`src/rtl/cpu_pkg.sv`:
```
// Shared constants for the 8-bit processor: bus/opcode/PC widths, halt opcode
// and the one-hot T-state encodings.
package cpu_pkg;

    localparam int unsigned DATA_W = 8;
    localparam int unsigned OPC_W  = 4;
    localparam int unsigned PC_W   = 4;
    localparam int unsigned NUM_T  = 6;

    localparam logic [OPC_W-1:0] HLT_OPCODE = 4'hF;

    localparam logic [NUM_T-1:0] T1 = 6'b000001;
    localparam logic [NUM_T-1:0] T2 = 6'b000010;
    localparam logic [NUM_T-1:0] T3 = 6'b000100;
    localparam logic [NUM_T-1:0] T4 = 6'b001000;
    localparam logic [NUM_T-1:0] T5 = 6'b010000;
    localparam logic [NUM_T-1:0] T6 = 6'b100000;

endpackage

```
`src/rtl/t_state_ring.sv`:
```
// One-hot T-state ring: rotates one position per advance, can restart at bit0,
// and can be held in place.
module t_state_ring #(
    parameter int unsigned NUM_T = 6
) (
    input  logic             clk_i,
    input  logic             rst_ni,
    input  logic             adv_i,
    input  logic             restart_i,
    input  logic             hold_i,
    output logic [NUM_T-1:0] state_o
);

    localparam logic [NUM_T-1:0] First = NUM_T'(1);

    logic [NUM_T-1:0] state_d, state_q;

    always_comb begin
        state_d = state_q;
        if (adv_i && !hold_i) begin
            if (restart_i) begin
                state_d = First;
            end else begin
                state_d = {state_q[NUM_T-2:0], state_q[NUM_T-1]};
            end
        end
    end

    always_ff @(posedge clk_i or negedge rst_ni) begin
        if (!rst_ni) begin
            state_q <= First;
        end else begin
            state_q <= state_d;
        end
    end

    assign state_o = state_q;

endmodule

```
`src/rtl/instr_fetch_seq.sv`:
```
// Instruction-fetch and timing sequencer: PC, IR, halt flag and fetch strobes
// driven from a six-state one-hot T-state ring.
module instr_fetch_seq
    import cpu_pkg::*;
(
    input  logic              clk,
    input  logic              rst_n,
    input  logic              run,
    input  logic [DATA_W-1:0] ir_data,
    input  logic              end_early,
    input  logic              jump_en,
    input  logic [PC_W-1:0]   jump_addr,
    output logic [NUM_T-1:0]  t_state,
    output logic [OPC_W-1:0]  opcode,
    output logic [DATA_W-OPC_W-1:0] operand,
    output logic [PC_W-1:0]   pc,
    output logic              mar_load,
    output logic              pc_inc,
    output logic              ir_load,
    output logic              instr_done,
    output logic              halted
);

    logic [PC_W-1:0]   pc_d, pc_q;
    logic [DATA_W-1:0] ir_d, ir_q;
    logic              halted_d, halted_q;

    logic adv, t1, t2, t3, t4, t5, t6;
    logic hlt_now, restart, jump_now;

    // rst_n in adv keeps every strobe low while reset is held
    assign adv = run & ~halted_q & rst_n;

    assign t1 = t_state[0];
    assign t2 = t_state[1];
    assign t3 = t_state[2];
    assign t4 = t_state[3];
    assign t5 = t_state[4];
    assign t6 = t_state[5];

    assign opcode  = ir_q[DATA_W-1:DATA_W-OPC_W];
    assign operand = ir_q[DATA_W-OPC_W-1:0];
    assign pc      = pc_q;
    assign halted  = halted_q;

    // HLT wins over end_early and jump_en in the same T4 cycle
    assign hlt_now  = adv & t4 & (opcode == HLT_OPCODE);
    assign restart  = (t4 | t5) & end_early;
    assign jump_now = adv & (t4 | t5 | t6) & jump_en & ~hlt_now;

    assign mar_load   = t1 & adv;
    assign pc_inc     = t2 & adv;
    assign ir_load    = t3 & adv;
    assign instr_done = adv & ~hlt_now & (t6 | ((t4 | t5) & end_early));

    t_state_ring #(
        .NUM_T(NUM_T)
    ) u_ring (
        .clk_i    (clk),
        .rst_ni   (rst_n),
        .adv_i    (adv),
        .restart_i(restart),
        .hold_i   (hlt_now),
        .state_o  (t_state)
    );

    always_comb begin
        pc_d     = pc_q;
        ir_d     = ir_q;
        halted_d = halted_q | hlt_now;
        if (pc_inc) begin
            pc_d = pc_q + PC_W'(1);
        end else if (jump_now) begin
            pc_d = jump_addr;
        end
        if (ir_load) begin
            ir_d = ir_data;
        end
    end

    always_ff @(posedge clk or negedge rst_n) begin
        if (!rst_n) begin
            pc_q     <= '0;
            ir_q     <= '0;
            halted_q <= 1'b0;
        end else begin
            pc_q     <= pc_d;
            ir_q     <= ir_d;
            halted_q <= halted_d;
        end
    end

endmodule

```
`config.mk`:
```
export PLATFORM = sky130hd
export DESIGN_NAME = instr_fetch_seq
export DESIGN_NICKNAME = d
export VERILOG_FILES = /design/src/rtl/cpu_pkg.sv /design/src/rtl/t_state_ring.sv /design/src/rtl/instr_fetch_seq.sv
export SDC_FILE = /design/constraint.sdc
export NUM_CORES = 1
export LEC_CHECK = 0
export ABC_AREA = 1
export CAP_MARGIN = 30
export CORE_ASPECT_RATIO = 1.75
export CORE_MARGIN = 2
export CORE_UTILIZATION = 40
export DETAILED_ROUTE_END_ITERATION = 16
export PLACE_DENSITY = 0.85
export SLEW_MARGIN = 20
export SYNTH_ARGS = -nofsm -noshare
export SYNTH_HDL_FRONTEND = slang
export SYNTH_HIERARCHICAL = 1
export SYNTH_SLANG_ARGS = --single-unit
export TNS_END_PERCENT = 1
```
`constraint.sdc`:
```
create_clock -name clk -period 1.5 [get_ports clk]
set_clock_uncertainty 0.1 [all_clocks]
set_input_delay 0.3 -clock clk [delete_from_list [all_inputs] [get_ports clk]]
set_output_delay 0.3 -clock clk [all_outputs]
set_load 0.01 [all_outputs]
```
==> results of run 1 <==
==> routing by layer <==
| metal | track usage, % | wire [um] | vias to the layer above |
|---|---|---|---|
| met3 | 3.10 | 128 | 7 |
| li1 | - | - | 535 |
| met5 | 0 | 0 | - |
| met1 | 20.8 | 996 | 493 |
| met2 | 38.4 | 1480 | 40 |
| met4 | 9.68 | 66 | 0 |
==> layout make-up <==
type | instances | area [um2]
repair buffers | 62 | 529
clock buffers | 4 | 45.0
well taps | 25 | 31.3
fillers | 184 | 719
flip-flops and latches | 19 | 477
inverters | 17 | 65.1
multi-input cells | 98 | 464
==> metrics by stage <==
stage	power [uW]	setup slack, ns	utilization, %
after floorplan	572	0.146	-
after global routing	1050	-0.164	69.1
after detailed placement	671	-0.765	66.7
after CTS	1010	-0.139	68.0
final	1010	-0.122	69.1
after global placement	665	-0.721	66.7
==> cells by family after synthesis <==
logic type,synth area share [%]
AOI/OAI and AO/OA,3.02
xor gates and xnor gates,0.882
adders and majority gates,1.26
buffers and inverters,7.56
DFF,48.0
and+or+nand+nor,39.3
==> critical path, delay by kind of cell (launching register included) <==
kind	cells	cell delay (ns)
simple gates	2	0.29
flops	1	0.43
compound gates	1	0.09
buf+inv	1	0.14
==> synthesized netlist by cell type <==
cell,n,area [um2]
clkinv_1,1,3.75
ha_1,1,12.5
nand3_1,8,40.0
nor2_1,11,41.3
inv_1,15,56.3
buf_6,1,11.3
o21ai_2,2,17.5
nand2_1,63,236
nand4_1,2,12.5
o21a_1,1,7.51
dfstp_2,1,26.3
o21ai_0,1,5.00
inv_2,1,3.75
xnor2_1,1,8.76
nor2_4,2,22.5
dfrtp_1,18,450
nand2_2,6,37.5
==> flip-flops by register name (all words and copies together) (netlist names) <==
register	count
u_ring/state_o	6
ir_q	8
pc	4
halted	1
==> worst max-delay path by stage <==
stage	depth (start not counted)	slack [ns]	endpoint
2_1_floorplan	4	0.15	instr_done
3_3_place_gp	6	-0.72	instr_done
3_5_place_dp	6	-0.76	instr_done
4_1_cts	4	-0.14	pc_inc
5_1_grt	4	-0.16	instr_done
6_report	4	-0.12	instr_done
==> power by group through the flow <==
stage	clock (uW)	combinational [uW]	sequential (uW)
finish	354	127	529
global route	378	138	529
CTS	358	126	528
detailed placement	0	133	538
global placement	0	128	537
floorplan	0	27.5	544
==> repair_timing <==
item,4_1_cts,5_1_grt
gates resized for setup,45,11
buffers inserted,2,1
gates cloned,0,0
pin swaps,2,2
endpoints found under the setup margin,33,6
==> results.sh, run 1 <==
export IMPL_outcome="finished with violations"
export IMPL_violations="setup timing"
export IMPL_whs_ns=0.0596
export IMPL_worst_pin_slew_ns=0.196
export IMPL_power_frac_comb_pct=12.5
export IMPL_crit_slowest_cell="dfrtp_1"
export IMPL_critPathCaptureType="primary output"
export IMPL_switching_share_pct=22.6
export IMPL_r2r_cells=8
export IMPL_antenna_cells=0
export IMPL_clkPwrFrac_pct=35.0
export IMPL_final_common_cell="nand2_1"
export IMPL_cp_startpoint="halted"
export IMPL_irDropWorstVdd_uv=570
export IMPL_dieArea_um2=2910
export IMPL_p_switching_uw=228
export IMPL_dp_hpwl_um=2150
export IMPL_io_buffers=39
export IMPL_clk_pin_slew_ns=0.07
export IMPL_cap_violations=0
export IMPL_syn_nets=153
export IMPL_min_path_type="input port to asynchronous set/reset pin"
export IMPL_grt_max_degree=16
export IMPL_cp_arrival_ns=1.22
export IMPL_ys_types=17
export IMPL_yosysSeqAreaShare_pct=48.0
export IMPL_clkLatencyLatePin_ns=0.26
export IMPL_finalSetupViolations=3
export IMPL_drive_gt1_share_pct=25.0
export IMPL_core_area_um2=2330
export IMPL_dp_cells=218
export IMPL_drt_vias_per_instance=4.78
export IMPL_clockBufferDepth=2
export IMPL_start_kind="flop"
export IMPL_cts_root_buf="clkbuf_8"
export IMPL_grt_pass1_vias=1078
export IMPL_synthesis_area_um2=993
export IMPL_track_usage_pct=20.3
export IMPL_area_delta_synth_final_pct=62.2
export IMPL_placedInstanceArea_um2=1550
export IMPL_cellLeakagePower_uw=0.000957
export IMPL_fin_crit_ns=1.62
export IMPL_drt_wl_total_um=2670
export IMPL_globalplace_congestion=0.878
export IMPL_p_seq_share_pct=52.4
export IMPL_grt_pass1_wl_um=4660
export IMPL_setup_slack_ns=-0.122
export IMPL_final_nets=219
export IMPL_r2r_end="pc[2]"
export IMPL_via_count=1075
export IMPL_initial_core_util_pct=42.6
export IMPL_power_density_nw_per_um2=626
export IMPL_postLayoutCellArea_um2=1610
export IMPL_internal_power_uw=781
export IMPL_final_cell_mix="61 x nand2_1, 22 x buf_4, 18 x dfrtp_1"
export IMPL_stdcell_count=225
export IMPL_die_width_um=41.7
export IMPL_drcViolationCount=0
export IMPL_ys_warn_count=6
export IMPL_synth_cells=135
export IMPL_cts_buffers=3
export IMPL_syn_area_per_cell_um2=7.36
export IMPL_ys_ff_latch=19
export IMPL_criticalPathCategory="flop to primary output"
export IMPL_path_cells="nor2_4 -> o21ai_1 -> nor2_1 -> buf_2"
export IMPL_wl_per_cell_um=11.9
export IMPL_cts_hold_fix_buffers=0
export IMPL_max_freq_mhz=617
export IMPL_initialDrtViolationCount=14
export IMPL_grt_ovfl_total=0
export IMPL_io_pins=40
export IMPL_final_antenna_net_count=0
export IMPL_cts_sinks=19
export IMPL_r2r_slack_ns=0.07
export IMPL_cpPeakStageDelay_ns=0.43
export IMPL_cp_max_fo=4
export IMPL_die_y_um=69.9
export IMPL_setup_tns_ns=-0.207
export IMPL_cts_tree="done"
export IMPL_slew_headroom_pct=86.8
export IMPL_cts_htree_levels=1
export IMPL_rsz0062_at_grt="yes"
export IMPL_r2r_start="halted"
export IMPL_rows=23
export IMPL_maxSlewViolCount=0
export IMPL_antenna_found_initial=0
export IMPL_cp_required_ns=1.10
export IMPL_period_share_pct=108
export IMPL_timing_final_hold_violations=0
export IMPL_firstDrtPassIters=4
(Power assumes the default switching activity.)
==> inputs of run 2 (changes only) <==
Settings changed: CTS_CLUSTER_SIZE set to 40.
==> results of run 2 <==
Same layout as run 1: the final DEF is identical, and so are final timing and power.
